[config.mk]
export PLATFORM = sky130hd
export DESIGN_NAME = uart_tx_frame_flat
export DESIGN_NICKNAME = d
export VERILOG_FILES = /design/src/rtl/uart_pkg.sv /design/src/rtl/uart_tx_frame_if.sv /design/src/rtl/uart_baud_tick.sv /design/src/rtl/uart_tx_frame.sv /design/src/flat_wrapper.sv
export SDC_FILE = /design/constraint.sdc
export NUM_CORES = 1
export LEC_CHECK = 0
export ABC_CLOCK_PERIOD_IN_PS = 3100
export CORE_MARGIN = 4
export CORE_UTILIZATION = 58
export CTS_BUF_LIST = sky130_fd_sc_hd__clkbuf_16
export CTS_CLUSTER_DIAMETER = 40
export DETAILED_ROUTE_END_ITERATION = 8
export GPL_TIMING_DRIVEN = 0
export PLACE_DENSITY = 0.82
export RECOVER_POWER = 50
export SETUP_SLACK_MARGIN = 0.15
export SYNTH_ARGS = -nofsm -noshare
export SYNTH_HDL_FRONTEND = slang
export SYNTH_HIERARCHICAL = 1
export SYNTH_SLANG_ARGS = --single-unit
[constraint.sdc]
create_clock -name clk_ref -period 3.1 [get_ports clk_ref]
set_input_delay 0.465 -clock clk_ref [delete_from_list [all_inputs] [get_ports clk_ref]]
set_output_delay 0.465 -clock clk_ref [all_outputs]
set_load 0.01 [all_outputs]
[src/rtl/uart_pkg.sv]
// Shared UART definitions: parity mode codes, the frame FSM state type and
// parity helper functions used by the transmit (and later receive) frames.
package uart_pkg;

  // Parity mode codes as seen on the runtime mode input (3 also means none)
  localparam logic [1:0] PAR_NONE = 2'd0;
  localparam logic [1:0] PAR_EVEN = 2'd1;
  localparam logic [1:0] PAR_ODD  = 2'd2;

  // Frame FSM state type, kept as a plain vector for legacy compatibility
  typedef logic [2:0] uart_state_t;

  localparam uart_state_t ST_IDLE   = 3'd0;
  localparam uart_state_t ST_START  = 3'd1;
  localparam uart_state_t ST_DATA   = 3'd2;
  localparam uart_state_t ST_PARITY = 3'd3;
  localparam uart_state_t ST_STOP   = 3'd4;

  // True when the mode inserts a parity bit after the data bits
  function automatic logic has_parity(input logic [1:0] mode);
    return (mode == PAR_EVEN) || (mode == PAR_ODD);
  endfunction

  // Parity bit for up to 9 data bits; unused upper bits must be zero
  function automatic logic parity_bit(input logic [8:0] data, input logic [1:0] mode);
    logic bit_s;
    case (mode)
      PAR_NONE: bit_s = 1'b1;
      PAR_EVEN: bit_s = ^data;
      PAR_ODD:  bit_s = ~^data;
      default:  bit_s = 1'b1;
    endcase
    return bit_s;
  endfunction

endpackage

[src/rtl/uart_tx_frame_if.sv]
// Transmit-side handshake and status bundle between a byte source and
// uart_tx_frame. The source uses the master modport, the transmitter the slave.
interface uart_tx_frame_if #(
  parameter int DATA_W = 8
);
  logic              i_tx_valid;
  logic [DATA_W-1:0] i_tx_dat;
  logic [1:0]        i_parity_mode;
  logic              i_stop2;
  logic              o_tx_ready;
  logic              o_tx_busy;
  logic              o_tx_done;
  logic              o_tx_pin;

  modport master (
    output i_tx_valid, i_tx_dat, i_parity_mode, i_stop2,
    input  o_tx_ready, o_tx_busy, o_tx_done, o_tx_pin
  );

  modport slave (
    input  i_tx_valid, i_tx_dat, i_parity_mode, i_stop2,
    output o_tx_ready, o_tx_busy, o_tx_done, o_tx_pin
  );
endinterface

[src/rtl/uart_baud_tick.sv]
// Bit-time generator: counts 0..CLK_DIV-1 and flags the last cycle of each
// bit. The flag is registered; bit_end_next is its value for the next cycle,
// letting the frame FSM register outputs that must line up with bit_end.
module uart_baud_tick #(
  parameter int CLK_DIV = 434
) (
  input  logic clk_ref,
  input  logic rst_n,
  input  logic clear,
  output logic bit_end,
  output logic bit_end_next
);

  localparam int CW = (CLK_DIV > 1) ? $clog2(CLK_DIV) : 1;
  localparam logic [CW-1:0] CNT_MAX = CW'(CLK_DIV - 1);

  logic [CW-1:0] cnt_r;
  logic [CW-1:0] cnt_nx_s;
  logic          bit_end_r;

  // Next count: restart on clear, otherwise wrap at the end of a bit
  always_comb begin
    cnt_nx_s = cnt_r;
    if (clear) begin
      cnt_nx_s = '0;
    end else if (cnt_r == CNT_MAX) begin
      cnt_nx_s = '0;
    end else begin
      cnt_nx_s = cnt_r + CW'(1);
    end
  end

  assign bit_end_next = (cnt_nx_s == CNT_MAX);
  assign bit_end      = bit_end_r;

  // Counter and registered end-of-bit flag
  always_ff @(posedge clk_ref or negedge rst_n) begin
    if (!rst_n) begin
      cnt_r     <= '0;
      bit_end_r <= 1'b0;
    end else begin
      cnt_r     <= cnt_nx_s;
      bit_end_r <= bit_end_next;
    end
  end

endmodule

[src/rtl/uart_tx_frame.sv]
// Self-timed UART transmitter: takes one frame over a valid/ready handshake,
// latches payload and framing options, and shifts start, data (LSB first),
// optional parity and one or two stop bits onto a registered serial pin.
// All status outputs are registered from next-state values so that done,
// ready and not-busy coincide with the last cycle of the final stop bit.
module uart_tx_frame
  import uart_pkg::*;
#(
  parameter int CLK_DIV = 434,
  parameter int DATA_W  = 8
) (
  input  logic           clk_ref,
  input  logic           rst_n,
  uart_tx_frame_if.slave tx_if
);

  localparam int BW = $clog2(DATA_W + 1);
  localparam logic [BW-1:0] BCNT_LAST = BW'(DATA_W - 1);
  localparam logic [BW-1:0] BCNT_ONE  = BW'(1);

  uart_state_t       state_r, state_nx_s;
  logic [DATA_W-1:0] shift_r, shift_nx_s;
  logic [DATA_W-1:0] data_r, data_nx_s;
  logic [1:0]        mode_r, mode_nx_s;
  logic              stop2_r, stop2_nx_s;
  logic [BW-1:0]     bcnt_r, bcnt_nx_s;
  logic              pin_r, pin_nx_s;
  logic              ready_r, busy_r, done_r;
  logic              ready_nx_s, done_nx_s, last_stop_nx_s;
  logic              accept_s, bit_end_s, bit_end_nx_s;

  assign accept_s = tx_if.i_tx_valid & ready_r;

  uart_baud_tick #(
    .CLK_DIV (CLK_DIV)
  ) u_tick (
    .clk_ref      (clk_ref),
    .rst_n        (rst_n),
    .clear        (accept_s),
    .bit_end      (bit_end_s),
    .bit_end_next (bit_end_nx_s)
  );

  // Frame sequencing: state, payload latch, shift register and bit counter
  always_comb begin
    state_nx_s = state_r;
    shift_nx_s = shift_r;
    data_nx_s  = data_r;
    mode_nx_s  = mode_r;
    stop2_nx_s = stop2_r;
    bcnt_nx_s  = bcnt_r;
    case (state_r)
      ST_IDLE: begin
        if (accept_s) begin
          data_nx_s  = tx_if.i_tx_dat;
          shift_nx_s = tx_if.i_tx_dat;
          mode_nx_s  = tx_if.i_parity_mode;
          stop2_nx_s = tx_if.i_stop2;
          bcnt_nx_s  = '0;
          state_nx_s = ST_START;
        end else begin
          state_nx_s = ST_IDLE;
        end
      end
      ST_START: begin
        if (bit_end_s) begin
          bcnt_nx_s  = '0;
          state_nx_s = ST_DATA;
        end else begin
          state_nx_s = ST_START;
        end
      end
      ST_DATA: begin
        if (bit_end_s) begin
          if (bcnt_r == BCNT_LAST) begin
            bcnt_nx_s  = '0;
            state_nx_s = has_parity(mode_r) ? ST_PARITY : ST_STOP;
          end else begin
            bcnt_nx_s  = bcnt_r + BCNT_ONE;
            shift_nx_s = shift_r >> 1;
          end
        end else begin
          state_nx_s = ST_DATA;
        end
      end
      ST_PARITY: begin
        if (bit_end_s) begin
          bcnt_nx_s  = '0;
          state_nx_s = ST_STOP;
        end else begin
          state_nx_s = ST_PARITY;
        end
      end
      ST_STOP: begin
        if (bit_end_s) begin
          if (!stop2_r || (bcnt_r == BCNT_ONE)) begin
            bcnt_nx_s = '0;
            if (accept_s) begin
              data_nx_s  = tx_if.i_tx_dat;
              shift_nx_s = tx_if.i_tx_dat;
              mode_nx_s  = tx_if.i_parity_mode;
              stop2_nx_s = tx_if.i_stop2;
              state_nx_s = ST_START;
            end else begin
              state_nx_s = ST_IDLE;
            end
          end else begin
            bcnt_nx_s = BCNT_ONE;
          end
        end else begin
          state_nx_s = ST_STOP;
        end
      end
      default: begin
        bcnt_nx_s  = '0;
        state_nx_s = ST_IDLE;
      end
    endcase
  end

  // Pin value and status lookahead for the cycle after this edge
  always_comb begin
    pin_nx_s = 1'b1;
    case (state_nx_s)
      ST_IDLE:   pin_nx_s = 1'b1;
      ST_START:  pin_nx_s = 1'b0;
      ST_DATA:   pin_nx_s = shift_nx_s[0];
      ST_PARITY: pin_nx_s = parity_bit(9'(data_nx_s), mode_nx_s);
      ST_STOP:   pin_nx_s = 1'b1;
      default:   pin_nx_s = 1'b1;
    endcase
    last_stop_nx_s = !stop2_nx_s || (bcnt_nx_s == BCNT_ONE);
    done_nx_s      = (state_nx_s == ST_STOP) && last_stop_nx_s && bit_end_nx_s;
    ready_nx_s     = (state_nx_s == ST_IDLE) || done_nx_s;
  end

  // Sequential state and registered outputs; reset aborts any frame in flight
  always_ff @(posedge clk_ref or negedge rst_n) begin
    if (!rst_n) begin
      state_r <= ST_IDLE;
      shift_r <= '0;
      data_r  <= '0;
      mode_r  <= 2'd0;
      stop2_r <= 1'b0;
      bcnt_r  <= '0;
      pin_r   <= 1'b1;
      ready_r <= 1'b1;
      busy_r  <= 1'b0;
      done_r  <= 1'b0;
    end else begin
      state_r <= state_nx_s;
      shift_r <= shift_nx_s;
      data_r  <= data_nx_s;
      mode_r  <= mode_nx_s;
      stop2_r <= stop2_nx_s;
      bcnt_r  <= bcnt_nx_s;
      pin_r   <= pin_nx_s;
      ready_r <= ready_nx_s;
      busy_r  <= !ready_nx_s;
      done_r  <= done_nx_s;
    end
  end

  assign tx_if.o_tx_pin   = pin_r;
  assign tx_if.o_tx_ready = ready_r;
  assign tx_if.o_tx_busy  = busy_r;
  assign tx_if.o_tx_done  = done_r;

endmodule

[src/flat_wrapper.sv]
// flat-port wrapper written by rule: the top's interface ports become plain ports
module uart_tx_frame_flat import uart_pkg::*;
#(
  parameter int CLK_DIV = 434,
  parameter int DATA_W  = 8
)
  (clk_ref, rst_n, tx_if_i_tx_valid, tx_if_i_tx_dat, tx_if_i_parity_mode, tx_if_i_stop2, tx_if_o_tx_ready, tx_if_o_tx_busy, tx_if_o_tx_done, tx_if_o_tx_pin);
  uart_tx_frame_if #(.DATA_W(DATA_W)) tx_if_i ();
  input  logic clk_ref;
  input  logic rst_n;
  input wire logic [$bits(tx_if_i.i_tx_valid)-1:0] tx_if_i_tx_valid;
  input wire logic [$bits(tx_if_i.i_tx_dat)-1:0] tx_if_i_tx_dat;
  input wire logic [$bits(tx_if_i.i_parity_mode)-1:0] tx_if_i_parity_mode;
  input wire logic [$bits(tx_if_i.i_stop2)-1:0] tx_if_i_stop2;
  output wire logic [$bits(tx_if_i.o_tx_ready)-1:0] tx_if_o_tx_ready;
  output wire logic [$bits(tx_if_i.o_tx_busy)-1:0] tx_if_o_tx_busy;
  output wire logic [$bits(tx_if_i.o_tx_done)-1:0] tx_if_o_tx_done;
  output wire logic [$bits(tx_if_i.o_tx_pin)-1:0] tx_if_o_tx_pin;
  assign tx_if_i.i_tx_valid = tx_if_i_tx_valid;
  assign tx_if_i.i_tx_dat = tx_if_i_tx_dat;
  assign tx_if_i.i_parity_mode = tx_if_i_parity_mode;
  assign tx_if_i.i_stop2 = tx_if_i_stop2;
  assign tx_if_o_tx_ready = tx_if_i.o_tx_ready;
  assign tx_if_o_tx_busy = tx_if_i.o_tx_busy;
  assign tx_if_o_tx_done = tx_if_i.o_tx_done;
  assign tx_if_o_tx_pin = tx_if_i.o_tx_pin;
  uart_tx_frame #(.CLK_DIV(CLK_DIV), .DATA_W(DATA_W)) u_core (.clk_ref(clk_ref), .rst_n(rst_n), .tx_if(tx_if_i));
endmodule
* After elaboration in Yosys (flattened, before gate mapping) *
Cells that the tools add are included.

storage, ports and cells
  register bits = 40
  latch bits = 0
  RAM bits = 0
  memory bits (read-only) = 0
  input port bits = 14
  output and inout port bits = 4
  word-level logic and storage cells = 91
  memories = 0

cells by class
  add/subtract/negate cells = 2
  multipliers = 0
  div/mod/pow operators = 0
  $lt $le $gt $ge = 0
  equal/unequal tests = 21
  shift operators = 0
  mux-type cells = 38
  bitwise operators = 1
  reductions and logical operators = 16

operators with widths
  cell                                                                   number
  8-bit two-way mux                                                      8
  8-bit case mux with 3 select lines                                     1
  4-bit two-way mux                                                      5
  9-bit equality test, second input constant                             2
  3-bit two-way mux                                                      6
  9-bit two-way mux                                                      2
  4-bit case mux with 4 select lines                                     1
  8-bit case mux with 2 select lines                                     1
  3-bit case mux with 5 select lines                                     1
  3-bit by 2-bit equality test with 1-bit output, second input constant  4
  9-bit by 1-bit adder with 9-bit output, second input constant          1
  9-bit XNOR reduction                                                   1
  9-bit XOR reduction                                                    1
  4-bit by 1-bit equality test with 1-bit output, second input constant  2
  2-bit two-way mux                                                      4
  3-bit by 1-bit equality test with 1-bit output, second input constant  2
  3-bit equality test, second input constant                             2
  3-bit zero test                                                        2
  2-bit inequality test, second input constant                           3
  1-bit two-way mux                                                      5
  5-bit AND reduction                                                    1
  4-bit by 1-bit adder with 4-bit output, second input constant          1
  2-bit by 1-bit equality test with 1-bit output, second input constant  2
  2-bit equality test, second input constant                             2
  other kinds (11)                                                       18

* Depth between registers and ports, before layout *
  depth in word-level cells = 11
  mapped depth = 12

* By module *
The synthesis kept the hierarchy.

modules (own cells, without submodules)
  module          times used  cells each  area an instance (sq um)
  uart_tx_frame   1           182         1749.2
  uart_baud_tick  1           50          529.3

* Worst setup path before layout *
OpenSTA, ideal clock, no wires.

  kind = register -> register
  start point = register u_core.bcnt_r[1]
  end point = register u_core.pin_r (netlist: u_core/tx_if.o_tx_pin)
  library setup time = 0.073 ns
  arrival = 2.197 ns
  setup slack = 0.830 ns
  stages on the path, launching flop included = 13
  buffers on the path = 1
  path through = dfrtp_1 -> inv_1 -> ha_1 -> nand4bb_1 -> a31oi_1 -> and2_1 -> buf_2 -> mux2_1 -> inv_1 -> ha_1 -> mux2i_1 -> mux2_2 -> a21oi_1

on the way
  word-level cells in the longest chain between the ends = 8
  elaborated cells between the ends (all ways) = 28
  those cells by class = eq/ne: 7; mux: 18; reduce/logical: 3

ends and longest elaborated chain
  element                                                                                       RTL line              source
  start: declaration                                                                            uart_tx_frame.sv:26   logic [BW-1:0] bcnt_r, bcnt_nx_s;
  start signal: assignment                                                                      uart_tx_frame.sv:156  bcnt_r <= bcnt_nx_s;
  4-bit by 1-bit equality test with 1-bit output (*)                                            uart_tx_frame.sv:96   if (!stop2_r || (bcnt_r == BCNT_ONE)) begin
  1-bit logical OR (*)                                                                          uart_tx_frame.sv:96
  2-bit two-way mux (*)                                                                         uart_tx_frame.sv:96
  2-bit two-way mux (*)                                                                         uart_tx_frame.sv:95   if (bit_end_s) begin
  2-bit case mux with 2 select lines (*)                                                        uart_tx_frame.sv:52   case (state_r)
  via u_core.mode_nx_s[1]                                                                       uart_tx_frame.sv:24   logic [1:0] mode_r, mode_nx_s;
  2-bit equality test / 2-bit by 1-bit equality test with 1-bit output (equally long branches)  uart_pkg.sv:27        case (mode)
  1-bit case mux with 2 select lines (*)                                                        uart_pkg.sv:27
  1-bit case mux with 3 select lines (*)                                                        uart_tx_frame.sv:124  case (state_nx_s)
  via u_core.pin_nx_s                                                                           uart_tx_frame.sv:27   logic pin_r, pin_nx_s;
  end signal: assignment                                                                        uart_tx_frame.sv:157  pin_r <= pin_nx_s;
  end: declaration                                                                              uart_tx_frame.sv:27

The timed path passes the listed nets; every way through them passes the cells marked *. The select of a mux whose other input is x is not followed.
A chain may end at the register's enable or synchronous reset.

* Final worst setup path *
  start point = input tx_if_i_tx_valid
  end point = register u_core.pin_r (netlist: u_core/tx_if.o_tx_pin)

on the way
  word-level cells in the longest chain between the ends = 8
  elaborated cells between the ends (all ways) = 26
  those cells by class = eq/ne: 5; mux: 18; bitwise: 1; reduce/logical: 2

ends and longest elaborated chain
  element                                                                                       RTL line                                  source
  start: declaration                                                                            flat_wrapper.sv:11                        input wire logic [$bits(tx_if_i.i_tx_valid)-1:0] tx_if_i_tx_valid;
  1-bit bitwise AND (*)                                                                         uart_tx_frame.sv:32                       assign accept_s = tx_if.i_tx_valid & ready_r;
  2-bit two-way mux (*)                                                                         uart_tx_frame.sv:54, uart_tx_frame.sv:98
  2-bit two-way mux                                                                             uart_tx_frame.sv:96
  2-bit two-way mux                                                                             uart_tx_frame.sv:95
  2-bit case mux with 2 select lines (*)                                                        uart_tx_frame.sv:52
  via u_core.mode_nx_s[0]                                                                       uart_tx_frame.sv:24
  2-bit equality test / 2-bit by 1-bit equality test with 1-bit output (equally long branches)  uart_pkg.sv:27
  1-bit case mux with 2 select lines (*)                                                        uart_pkg.sv:27
  1-bit case mux with 3 select lines (*)                                                        uart_tx_frame.sv:124
  via u_core.pin_nx_s                                                                           uart_tx_frame.sv:27

Marked as above.

==> metrics.md <==
| Metric | Value |
|---|---|
| Outcome | `finished, violations left` |
| Failing checks | `capacitance limit, slew limit` |
| WS Path Type | `primary input to flip-flop` |
| Drt wl/cell | `15.2 um` |
| Leak | `1.15 nW` |
| EDFF count, synth | `0` |
| Setup_tns | `0 ns` |
| Post-Synthesis Net Count | `252` |
| Avg Cell Area, Syn | `9.82 um^2` |
| Via count | `1742` |
| # hold bufs at CTS | `0` |
| Hold Fails Final Rpt | `0` |
| Total CTS buffers | `5` |
| CTS Sinks | `40` |
| N_diodes | `0` |
| DRT iter0 DRCs | `140` |
| Max Fclk | `355 MHz` |
| DRC Markers | `0` |
| Yosys warning count | `6` |
| Cell Pwr Density | `780 nW/um^2` |
| I/O pin cnt | `18` |
| Fin crit share | `90.8%` |
| CTS H-Tree Depth | `2` |
| Crit-path max FO | `10` |
| Cells after Synth | `232` |
| Final max-slew violation count | `41` |
| Clk slew on worst S/H paths | `0.05 ns` |
| Seq/Total Area, Yosys | `44.0%` |
| Yosys reg bits | `40` |
| Layout area overhead | `17.4%` |
| CTS tree | `built` |
| Root buf cell | `clkbuf_16` |
| Req. time, crit path | `3.30 ns` |
| Buffers on Ports | `17` |
| Max clock buf depth | `2` |
| Vias per Instance | `5.71` |
| Area post-placement | `2500 um^2` |
| Clock skew | `0.00319 ns` |
| VDD IR-drop max | `0.483 mV` |
| Die area | `4990 um^2` |
| HPWL Detailed | `3.44 mm` |
| Ys flop type | `dfrtp_1` |
| FFs w/ async S/R, synth | `100%` |
| First-pass GRT wire length | `8.32 mm` |
| Unrepaired setup endpoints after global routing | `no` |
| MaxCap Viol Count | `1` |
| DRT antenna net count | `0` |
| Core footprint | `3720 um^2` |
| Synthesized area | `2280 um^2` |
| Die height | `70.7 um` |
| Initial Utilization | `61.3%` |
| Post-synth cell types | `55` |
| Worst Max-Slew Pin Slew | `2.03 ns` |
| Hold Crit Class | `flip-flop to flip-flop` |
| Gr usage total | `21.0%` |
| Final wirelength | `4.63 mm` |
| Site row count | `22` |
| Share of cells above drive strength 1 | `10.1%` |
| Slew HR | `-35.3%` |
| Setup violators final | `0` |
| Worst EP arrival | `3.02 ns` |
| Placer Congestion | `0.864` |
| Nets | `276` |
| Grt total ovfl | `0` |
| Min Clock Period, post-route | `2.82 ns` |
| TritonRoute pass-1 iters | `4` |
| Fillers | `267` |
| Vias in the first global route | `1753` |
| Worst skew pair latency | `0.28 ns` |
| Antenna violations before repair | `0` |
| Die Wd | `70.7 um` |
| Largest net degree at the start of global routing | `41` |
| Crit start category | `primary input` |
| Crit end category | `flip-flop` |
| Design Area, Final | `2680 um^2` |
==> placed cells by master (no fill, tap or decap), types with 3 or more instances in the layout <==
cell             count
dfrtp_1             38
or3b_1               3
nor3_1               4
mux2_1               4
mux2i_1              4
nand2_1             25
xnor2_1             20
nand4bb_1            3
nand4_1              3
nor2_1              18
clkdlybuf4s50_1     15
a21oi_1              5
nand3_1             12
buf_2                5
inv_1               20
clkbuf_16            5
nand2b_1             4
o21ai_1              7
o21ai_0              4
ha_1                 6
==> flip-flops by register name, indices dropped and copies added, names as in the netlist <==
| name | count |
|---|---|
| u_core/u_tick/cnt_r | 9 |
| u_core/data_r | 8 |
| u_core/stop2_r | 1 |
| u_core/bcnt_r | 4 |
| u_core/mode_r | 2 |
| u_core/shift_r | 8 |
| u_core/tx_if.o_tx_pin | 1 |
| u_core/state_r | 3 |
| u_core/tx_if.o_tx_done | 1 |
| u_core/tx_if.o_tx_busy | 1 |
| u_core/tx_if.o_tx_ready | 1 |
| u_core/u_tick/bit_end | 1 |
==> final timing paths <==
| path | slack, ns | endpoint | startpoint | depth (start not counted) |
|---|---|---|---|---|
| worst max register to register | 0.50 | u_core/tx_if.o_tx_pin | u_core/state_r[1] | 10 |
| max in group asynchronous | 1.17 | u_core/shift_r[5] | rst_n | 1 |
| worst max-delay path | 0.28 | u_core/tx_if.o_tx_pin | tx_if_i_tx_valid | 11 |
| worst min register to register | 0.49 | u_core/shift_r[1] | u_core/shift_r[2] | 2 |
| worst min-delay path | 0.49 | u_core/shift_r[1] | u_core/shift_r[2] | 2 |
| min in group asynchronous | 0.77 | u_core/u_tick/cnt_r[1] | rst_n | 1 |
==> synth_stat cells, types with 2 or more instances <==
cell       instances  area [um^2]
nor2_1            18         67.6
or3b_1             3         26.3
inv_1             19         71.3
o21ai_0            4         20.0
nand3_1           12         60.1
o21ai_1            7         35.0
nand2_1           25         93.8
nand4bb_1          3         33.8
xnor2_1           20          175
buf_2              6         30.0
dfrtp_1           38          951
xor2_1             2         17.5
dfstp_2            2         52.6
and2_1             2         12.5
a2111o_1           2         22.5
mux2_1             4         45.0
a31oi_1            2         12.5
nand3b_1           2         15.0
nand4_1            3         18.8
mux2i_1            4         40.0
or2_1              2         12.5
a21oi_1            5         25.0
nor3b_1            2         15.0
a22oi_1            2         15.0
ha_1               6         75.1
o21a_1             2         15.0
nand2b_1           4         25.0
nor3_1             4         20.0
==> final cells by class <==
cell class | count | area (um^2) | area share [%]
sequential | 40 | 1000 | 37.5
buffer | 7 | 40.0 | 1.50
timing repair buffer | 17 | 164 | 6.13
tap | 48 | 60.1 | 2.25
clock buffer | 5 | 125 | 4.68
inverter | 19 | 71.3 | 2.67
multi-input combinational | 166 | 1170 | 43.8
clock inverter | 3 | 38.8 | 1.45
==> worst max-delay path, stage by stage <==
cell           delay, ns
dlygate4sd3_1       0.60
nand2_1             0.21
a31oi_2             0.25
and2_1              0.15
clkbuf_4            0.22
mux2_1              0.39
inv_1               0.08
ha_1                0.16
mux2i_1             0.09
mux2_2              0.27
a21oi_1             0.13
==> layer usage <==
| metal | track usage (%) | vias to the layer above | share of wire [%] | routed length, um |
|---|---|---|---|---|
| li1 | - | 868 | - | - |
| met1 | 28.1 | 829 | 45 | 2080 |
| met2 | 34.0 | 39 | 50 | 2320 |
| met3 | 4.55 | 6 | 3.7 | 171 |
| met4 | 7.52 | 0 | 1.2 | 56 |
| met5 | 0 | - | 0 | 0 |
==> per-stage QoR <==
| step | utilization [%] | cells | hold slack, ns | power, mW | setup WS [ns] |
|---|---|---|---|---|---|
| finish | 72.0 | 305 | 0.486 | 2.09 | 0.284 |
| global route | 72.0 | 305 | 0.505 | 2.22 | 0.124 |
| CTS | 71.8 | 305 | 0.323 | 2.10 | 0.313 |
| detailed placement | 67.4 | 297 | 0.472 | 1.52 | 0.0380 |
| global placement | 67.5 | 297 | 0.471 | 1.48 | 0.149 |
| floorplan | - | 232 | 0.169 | 1.34 | 0.830 |
==> kinds of logic (layout without fill, tap and decap cells) <==
| family | Yosys count | count (layout) | share of synthesized area, % |
|---|---|---|---|
| simple gates | 86 | 86 | 20.5 |
| buf+inv | 26 | 51 | 4.78 |
| fa+ha+maj | 6 | 6 | 3.29 |
| flops | 40 | 40 | 44.0 |
| xor+xnor | 22 | 22 | 8.46 |
| compound gates | 42 | 42 | 14.1 |
| mux | 10 | 10 | 4.89 |
==> report_power, final <==
part | total, mW | leakage [nW] | switching [mW] | internal [mW]
sequential | 0.805 | 0.502 | 0.122 | 0.683
combinational | 0.721 | 0.565 | 0.353 | 0.369
clock | 0.560 | 0.0850 | 0.186 | 0.375
total | 2.09 | 1.15 | 0.661 | 1.43
==> repair_timing <==
action / 4_1_cts / 5_1_grt
gates resized for setup: 0 / 2
endpoints found under the setup margin: 0 / 1
setup buffers: 0 / 0
Power figures use the tool's default switching activity.
